**src/rtl/mc_ctrl_pkg.sv**
```systemverilog
// Shared encodings for the multicycle RV32I sequencer: FSM states, opcodes,
// and the ALU-op codes understood by the ALU control decoder.
package mc_ctrl_pkg;

  typedef enum logic [3:0] {
    ST_FETCH    = 4'd0,
    ST_DECODE   = 4'd1,
    ST_EXEC_R   = 4'd2,
    ST_EXEC_I   = 4'd3,
    ST_EXEC_U   = 4'd4,
    ST_MEM_ADDR = 4'd5,
    ST_MEM_RD   = 4'd6,
    ST_MEM_WR   = 4'd7,
    ST_ALU_WB   = 4'd8,
    ST_MEM_WB   = 4'd9,
    ST_BRANCH   = 4'd10,
    ST_HALT     = 4'd11
  } state_t;

  localparam logic [6:0] OP_R      = 7'b0110011;
  localparam logic [6:0] OP_I      = 7'b0010011;
  localparam logic [6:0] OP_AUIPC  = 7'b0010111;
  localparam logic [6:0] OP_LOAD   = 7'b0000011;
  localparam logic [6:0] OP_STORE  = 7'b0100011;
  localparam logic [6:0] OP_BRANCH = 7'b1100011;

  localparam logic [2:0] ALU_OP_R      = 3'b000;
  localparam logic [2:0] ALU_OP_I      = 3'b001;
  localparam logic [2:0] ALU_OP_U      = 3'b010;
  localparam logic [2:0] ALU_OP_LOAD   = 3'b011;
  localparam logic [2:0] ALU_OP_STORE  = 3'b100;
  localparam logic [2:0] ALU_OP_BRANCH = 3'b101;

endpackage

```
**src/rtl/multicycle_control_unit.sv**
```systemverilog
// Multicycle sequencer: walks each instruction through fetch/decode/execute/
// memory/write-back, drives datapath strobes and counts retired instructions.
module multicycle_control_unit
  import mc_ctrl_pkg::*;
(
  input  logic        clk,
  input  logic        reset,
  input  logic [6:0]  opcode_i,
  input  logic        zero_i,
  input  logic        mem_ready_i,
  output logic        mem_req_o,
  output logic        mem_write_o,
  output logic        addr_src_o,
  output logic        ir_write_o,
  output logic        pc_write_o,
  output logic        pc_src_o,
  output logic        alu_src_a_o,
  output logic        alu_src_b_o,
  output logic [2:0]  alu_op_o,
  output logic        reg_write_o,
  output logic        result_src_o,
  output logic        halted_o,
  output logic [31:0] instr_count_o,
  output logic [3:0]  state_o
);

  state_t      state_q, state_d;
  logic [31:0] instr_count_q;
  logic        retire;

  always_ff @(posedge clk) begin
    if (!reset) begin
      state_q       <= ST_FETCH;
      instr_count_q <= '0;
    end else begin
      state_q <= state_d;
      if (retire) instr_count_q <= instr_count_q + 32'd1;
    end
  end

  // Memory handshake: mem_req_o is valid, mem_ready_i is ready. A request
  // completes on the edge where both are 1; until then the state holds, so
  // mem_req_o/mem_write_o/addr_src_o stay stable. Ready is ignored without req.
  always_comb begin
    state_d      = state_q;
    retire       = 1'b0;
    mem_req_o    = 1'b0;
    mem_write_o  = 1'b0;
    addr_src_o   = 1'b0;
    ir_write_o   = 1'b0;
    pc_write_o   = 1'b0;
    pc_src_o     = 1'b0;
    alu_src_a_o  = 1'b0;
    alu_src_b_o  = 1'b0;
    alu_op_o     = ALU_OP_R;
    reg_write_o  = 1'b0;
    result_src_o = 1'b0;
    halted_o     = 1'b0;
    case (state_q)
      ST_FETCH: begin
        mem_req_o = 1'b1;
        if (mem_ready_i) begin
          ir_write_o = 1'b1;
          pc_write_o = 1'b1;
          state_d    = ST_DECODE;
        end
      end
      ST_DECODE: begin
        case (opcode_i)
          OP_R:               state_d = ST_EXEC_R;
          OP_I:               state_d = ST_EXEC_I;
          OP_AUIPC:           state_d = ST_EXEC_U;
          OP_LOAD, OP_STORE:  state_d = ST_MEM_ADDR;
          OP_BRANCH:          state_d = ST_BRANCH;
          default:            state_d = ST_HALT;
        endcase
      end
      ST_EXEC_R: begin
        alu_op_o = ALU_OP_R;
        state_d  = ST_ALU_WB;
      end
      ST_EXEC_I: begin
        alu_op_o    = ALU_OP_I;
        alu_src_b_o = 1'b1;
        state_d     = ST_ALU_WB;
      end
      ST_EXEC_U: begin
        alu_op_o    = ALU_OP_U;
        alu_src_a_o = 1'b1;
        alu_src_b_o = 1'b1;
        state_d     = ST_ALU_WB;
      end
      ST_MEM_ADDR: begin
        alu_src_b_o = 1'b1;
        // The IR still holds the instruction, so the opcode picks load vs store.
        if (opcode_i == OP_STORE) begin
          alu_op_o = ALU_OP_STORE;
          state_d  = ST_MEM_WR;
        end else begin
          alu_op_o = ALU_OP_LOAD;
          state_d  = ST_MEM_RD;
        end
      end
      ST_MEM_RD: begin
        mem_req_o  = 1'b1;
        addr_src_o = 1'b1;
        if (mem_ready_i) state_d = ST_MEM_WB;
      end
      ST_MEM_WR: begin
        mem_req_o   = 1'b1;
        mem_write_o = 1'b1;
        addr_src_o  = 1'b1;
        if (mem_ready_i) begin
          retire  = 1'b1;
          state_d = ST_FETCH;
        end
      end
      ST_ALU_WB: begin
        reg_write_o = 1'b1;
        retire      = 1'b1;
        state_d     = ST_FETCH;
      end
      ST_MEM_WB: begin
        reg_write_o  = 1'b1;
        result_src_o = 1'b1;
        retire       = 1'b1;
        state_d      = ST_FETCH;
      end
      ST_BRANCH: begin
        alu_op_o   = ALU_OP_BRANCH;
        pc_src_o   = 1'b1;
        pc_write_o = ~zero_i;
        retire     = 1'b1;
        state_d    = ST_FETCH;
      end
      ST_HALT: begin
        halted_o = 1'b1;
      end
      default: state_d = ST_FETCH;
    endcase
  end

  assign instr_count_o = instr_count_q;
  assign state_o       = state_q;

endmodule
```
**config.mk**
```make
export PLATFORM = sky130hd
export DESIGN_NAME = multicycle_control_unit
export DESIGN_NICKNAME = d
export VERILOG_FILES = /design/src/rtl/mc_ctrl_pkg.sv /design/src/rtl/multicycle_control_unit.sv
export SDC_FILE = /design/constraint.sdc
export NUM_CORES = 1
export LEC_CHECK = 0
export BUFFER_PORTS_ARGS = -buffer_cell sky130_fd_sc_hd__buf_2
export CORE_UTILIZATION = 55
export CTS_CLUSTER_SIZE = 16
export DETAILED_ROUTE_END_ITERATION = 10
export PLACE_DENSITY = 0.95
export SETUP_SLACK_MARGIN = 0.4
export SLEW_MARGIN = 40
export SYNTH_ARGS = -nofsm -noshare
export SYNTH_HDL_FRONTEND = slang
export SYNTH_SLANG_ARGS = --single-unit
```
**constraint.sdc**
```tcl
create_clock -name clk -period 4.9 [get_ports clk]
set_input_delay 0.98 -clock clk [delete_from_list [all_inputs] [get_ports clk]]
set_output_delay 0.98 -clock clk [all_outputs]
set_load 0.05 [all_outputs]
```
# Word level (Yosys, flattened, before mapping)

Index checks and enable logic that the tools add are counted.

Register bits: 36
Output and inout bits: 50
Logic and storage cells: 55

Add/subtract/negate cells: 1
Equal/unequal tests: 20
Muxes and demuxes: 21
Bitwise logic cells: 2
Reduce and logical (&&, ||, !) cells: 9

Operators by type and width:

| operator                                             | count |
|---|---|
| adder 32 x 1 -> 32 bit (second input constant)       | 1 |
| one-hot mux 4 bit (7 select lines)                   | 1 |
| one-hot mux 4 bit (5 select lines)                   | 1 |
| equality test 4 x 3 -> 1 bit (second input constant) | 4 |
| equality test 4 bit (second input constant)          | 4 |
| equality test 7 x 5 -> 1 bit (second input constant) | 2 |
| equality test 7 x 6 -> 1 bit (second input constant) | 2 |
| two-way mux 1 bit                                    | 12 |
| two-way mux 4 bit                                    | 3 |
| one-hot mux 3 bit (4 select lines)                   | 1 |
| OR reduction 3 bit                                   | 4 |
| equality test 4 x 2 -> 1 bit (second input constant) | 2 |
| equality test 7 x 2 -> 1 bit (second input constant) | 1 |
| equality test 7 bit (second input constant)          | 1 |
| != test 2 bit (second input constant)                | 3 |
| OR reduction 2 bit                                   | 3 |
| equality test 4 x 1 -> 1 bit (second input constant) | 1 |
| zero test 4 bit                                      | 1 |
| one-hot mux 1 bit (2 select lines)                   | 2 |
| AND reduction 4 bit                                  | 1 |
| two-way mux 3 bit                                    | 1 |
| inverter 1 bit                                       | 2 |

# Longest topological paths before layout

Word-level depth: 4
Mapped depth: 8

# Worst setup path after synthesis

OpenSTA, ideal clock, no wires.

Path type: register to output
Start: register state_q[3], in the netlist state_o[3]
End: output port reg_write_o
Arrival: 2.205 ns
Required time: 3.920 ns
Path slack: 1.715 ns
Stages on the path, launching flop included: 4
Path buffers: 1
Cell sequence: dfxtp_1 -> clkbuf_1 -> inv_1 -> nor3_1

Word-level cells in the longest chain between the ends: 3
Elaborated cells on any way between the ends: 4
Classes of those cells: eq/ne: 2; mux: 1; reduce/logical: 1

Ends and longest elaborated chain:

| what                                  | line                          | source |
|---|---|---|
| start: declaration                    | multicycle_control_unit.sv:27 | `state_t state_q, state_d;` |
| start signal: assignment              | multicycle_control_unit.sv:36 | `state_q <= state_d;` |
| equality test 4 bit                   | multicycle_control_unit.sv:59 | `case (state_q)` |
| OR reduction 2 bit (no source line) * | --                            |  |
| two-way mux 1 bit *                   | multicycle_control_unit.sv:59 |  |
| end: declaration                      | multicycle_control_unit.sv:20 | `output logic reg_write_o,` |

Every way passes the cells marked *; elsewhere a longest branch is shown, timed or not.

# Worst setup path after layout

Start: input port opcode_i[3]
End: output port alu_op_o[0]

Word-level cells in the longest chain between the ends: 3

Ends and longest elaborated chain:

| what                               | line                          | source |
|---|---|---|
| start: declaration                 | multicycle_control_unit.sv:8  | `input logic [6:0] opcode_i,` |
| equality test 7 x 6 -> 1 bit       | multicycle_control_unit.sv:96 | `if (opcode_i == OP_STORE) begin` |
| two-way mux 3 bit                  | multicycle_control_unit.sv:96 |  |
| one-hot mux 3 bit (4 select lines) | multicycle_control_unit.sv:59 |  |
| end: declaration                   | multicycle_control_unit.sv:19 | `output logic [2:0] alu_op_o,` |

Every way passes these cells.

==> results.rst <==
.. list-table::
   :header-rows: 1

   * - Metric
     - Value
   * - X dimension of the die
     - around 62 um
   * - Clk slew on worst S/H paths
     - ~0.10 ns
   * - Clk_skew
     - ~0.013 ns
   * - Register-to-Register Setup Slack
     - between 2 and 2.5 ns
   * - Setup repair after global routing missed its margin
     - false
   * - Critical path launch point type
     - primary input
   * - Startpoint-to-endpoint class of the critical path
     - in -> out
   * - Async set-or-reset flop fraction in the synthesized netlist
     - 0
   * - Tightest Hold Check Type
     - reg -> reg
   * - Number of global-route vias before repair
     - 1807
   * - Prevailing post-synth register cell
     - dfxtp_1
   * - Count of flip-flops with a built-in enable after synthesis
     - 0
   * - Signed area change from the synthesized netlist to the final layout
     - 19.2%
   * - Antenna violations before repair
     - 0
   * - Number of hold violations in the final report
     - 0
   * - Antenna violation net count after detailed routing
     - 0
   * - Multi-input gate area in the final layout
     - between 1000 and 1500 um^2
   * - Total length of routed wires
     - about 4.6 mm
   * - Starting Density
     - 0.587
   * - Largest net degree at the start of global routing
     - 33
   * - Max-Slew Margin vs Limit
     - 0.625
   * - Floorplan Core Area
     - ~3400 um^2
   * - Net count after synthesis
     - 266
   * - Wire length of the first global-routing pass
     - 7.98 mm
   * - Actual slew at the worst max-slew pin
     - 0.562 ns
   * - Result of the run
     - finished, final reports clean
   * - Wirelength per Cell
     - roughly 13 um
   * - Pwr dens
     - between 300 and 400 nW/um^2
   * - Worst reg2reg path startpoint
     - state_o[0]
   * - LEAKAGE
     - between 0.9 and 1 nW
   * - Post-cts hold buffer count
     - 0
   * - Clk_lat worst skew
     - 0.35 ns
   * - Row count
     - 21
   * - Fin util
     - 0.700
   * - Final total power
     - 0.844 mW
   * - Yosys reg bits
     - 36
   * - CTS Buffer Depth
     - 2
   * - Synth top area cells
     - dfxtp_1, xnor2_1, nor2_1
   * - Ranking of synthesized cells by instance count
     - dfxtp_1, nor2_1, nand2_1, xnor2_1
   * - Total number of clock tree sinks
     - 36
   * - Drt first pass iters
     - 4
   * - Yosys synthesis warning count
     - 0
   * - Proportion of layout cells with a drive suffix above 1
     - 0.229
   * - Portion of the clock cycle consumed by the worst path in the final layout
     - 0.687
   * - Cell depth of the worst hold path
     - 2
   * - Final count of pins violating max slew
     - 0
   * - CTS-repair resized insts
     - 0
   * - Clock tree from TritonCTS
     - built
   * - Arrival time of the worst setup path
     - approximately 2.4 ns
   * - Hold Path Origin
     - instr_count_o[31]
   * - FF/Latch Area
     - about 720 um^2
   * - Endpoint of the worst-slack reg-to-reg timing path
     - instr_count_o[27]
   * - Library cell used as clock root buffer
     - clkbuf_4
   * - Final global-route overflow total
     - 0
   * - DIE HEIGHT
     - 62.2 um
   * - Total global-route track usage
     - 0.254
   * - Per-instance average area after synthesis
     - between 7 and 8 um^2
   * - Worst vdd ir
     - 0.247 mV
   * - Biggest area consumer among synthesized cells
     - dfxtp_1
   * - Max cap viols
     - 0
   * - Reg2reg path depth
     - 6
   * - Worst setup slack before clock tree synthesis
     - 1.54 ns
   * - Post-Synthesis Cell Area
     - 1990 um^2
   * - Highest Clock Rate
     - a little under 0.3 GHz
   * - Endpoint of the worst hold path
     - instr_count_o[31]
   * - Kind of end point of the critical path
     - output port
   * - Setup-failing EPs final
     - 0
   * - Worst setup margin
     - roughly 1.5 ns
   * - I/O pin total
     - 61
   * - Overall die area
     - around 3900 um^2
   * - Min Clock Period, post-route
     - around 3.4 ns
   * - Total negative setup slack
     - 0 ns
   * - Half-perimeter wire length after detailed placement
     - about 3.2 mm
   * - Port Buf Inserts
     - 60
   * - Buffers inserted by post-CTS timing repair
     - 0
   * - RD Place Congestion
     - about 0.86
   * - Proportion of synthesized chip area in sequential cells
     - 0.362
   * - Layout Nets
     - ~320
   * - Vias per cell
     - roughly 5.7
   * - Synth top area share
     - 0.362
   * - DRC viols
     - 0
   * - Fillcell total
     - around 270
   * - CTS HTree Levels
     - 2
   * - Worst path required time
     - 3.92 ns
   * - Initial DRC count
     - 94
   * - Vias
     - roughly 2000
   * - Number of instances in the synthesized netlist
     - roughly 250
   * - TritonCTS Buffers
     - 5
   * - Number of diodes
     - 0
   * - Library cells used by synthesis
     - 41
   * - Biggest fanout along the worst timing path
     - 3
[routing by layer]
| metal | up-vias | share of wire | GRT usage |
|---|---|---|---|
| li1 | 1006 | - | - |
| met4 | 0 | 0.021 | 0.110 |
| met3 | 12 | 0.052 | 0.0643 |
| met1 | 932 | 0.44 | 0.313 |
| met5 | - | 0 | 0 |
| met2 | 68 | 0.49 | 0.419 |
[power by group]
group,internal [mW],switching (mW)
Clock,0.107,0.0973
Combinational,0.0823,0.212
Sequential,0.305,0.0402
Total,0.494,0.350
[logic make-up (layout without fill, tap and decap cells)]
logic type	after synthesis	in the layout	share of synthesized area
AND/OR/NAND/NOR	139	139	0.367
flip-flops	36	36	0.362
AO/OA/AOI/OAI	35	35	0.107
XOR/XNOR	23	23	0.101
buffers and inverters	16	72	0.0358
multiplexers	4	4	0.0201
adder cells (fa/ha/maj)	1	1	0.00628
[metrics by stage]
stage	hold slack, ns	instance area, um^2	cells
after global placement	0.450	2300	348
after floorplan	0.675	1990	254
after detailed placement	0.460	2300	348
final	0.483	2370	356
after global routing	0.514	2370	356
after CTS	0.483	2370	356
[sequential cells by signal, indices dropped and copies added (netlist names)]
register / count
instr_count_o: 32
state_o: 4
[worst max-delay path, cell delays in order]
cell	delay, ns
buf_2	0.10
or3_1	0.40
nor3_1	0.33
o21bai_1	0.12
a31o_2	0.24
buf_2	0.20
[cell type report]
cell class,instances,area share
Multi-Input combinational cell,202,0.505
Clock buffer,6,0.0174
Clock inverter,2,0.0148
Inverter,3,0.00475
Sequential cell,36,0.304
Timing Repair Buffer,61,0.130
Tap cell,46,0.0243
[how the worst max path moves through the flow]
stage                     start           to  depth (start not counted)
floorplan            state_o[3]  reg_write_o                          3
global placement    opcode_i[3]  alu_op_o[0]                          6
detailed placement  opcode_i[3]  alu_op_o[0]                          6
CTS                 opcode_i[3]  alu_op_o[0]                          6
global route        opcode_i[3]  alu_op_o[2]                          6
finish              opcode_i[3]  alu_op_o[0]                          6
[cell usage in the layout, fill, tap and decap left out, drive strengths merged, types with 2 or more instances in the layout]
master and n:
a211oi 2, a21oi 12, and2 4, and3 4
and4 4, buf 61, clkbuf 6, dfxtp 36
inv 3, mux2i 4, nand2 27, nand2b 7
nand3 6, nand3b 2, nand4 7, nor2 36
nor2b 4, nor3 12, nor3b 3, nor4 7
nor4b 5, o21a 2, o21ai 8, o21bai 2
o22ai 2, or3 7, or4 2, xnor2 20
xor2 3
(Power assumes the default switching activity.)
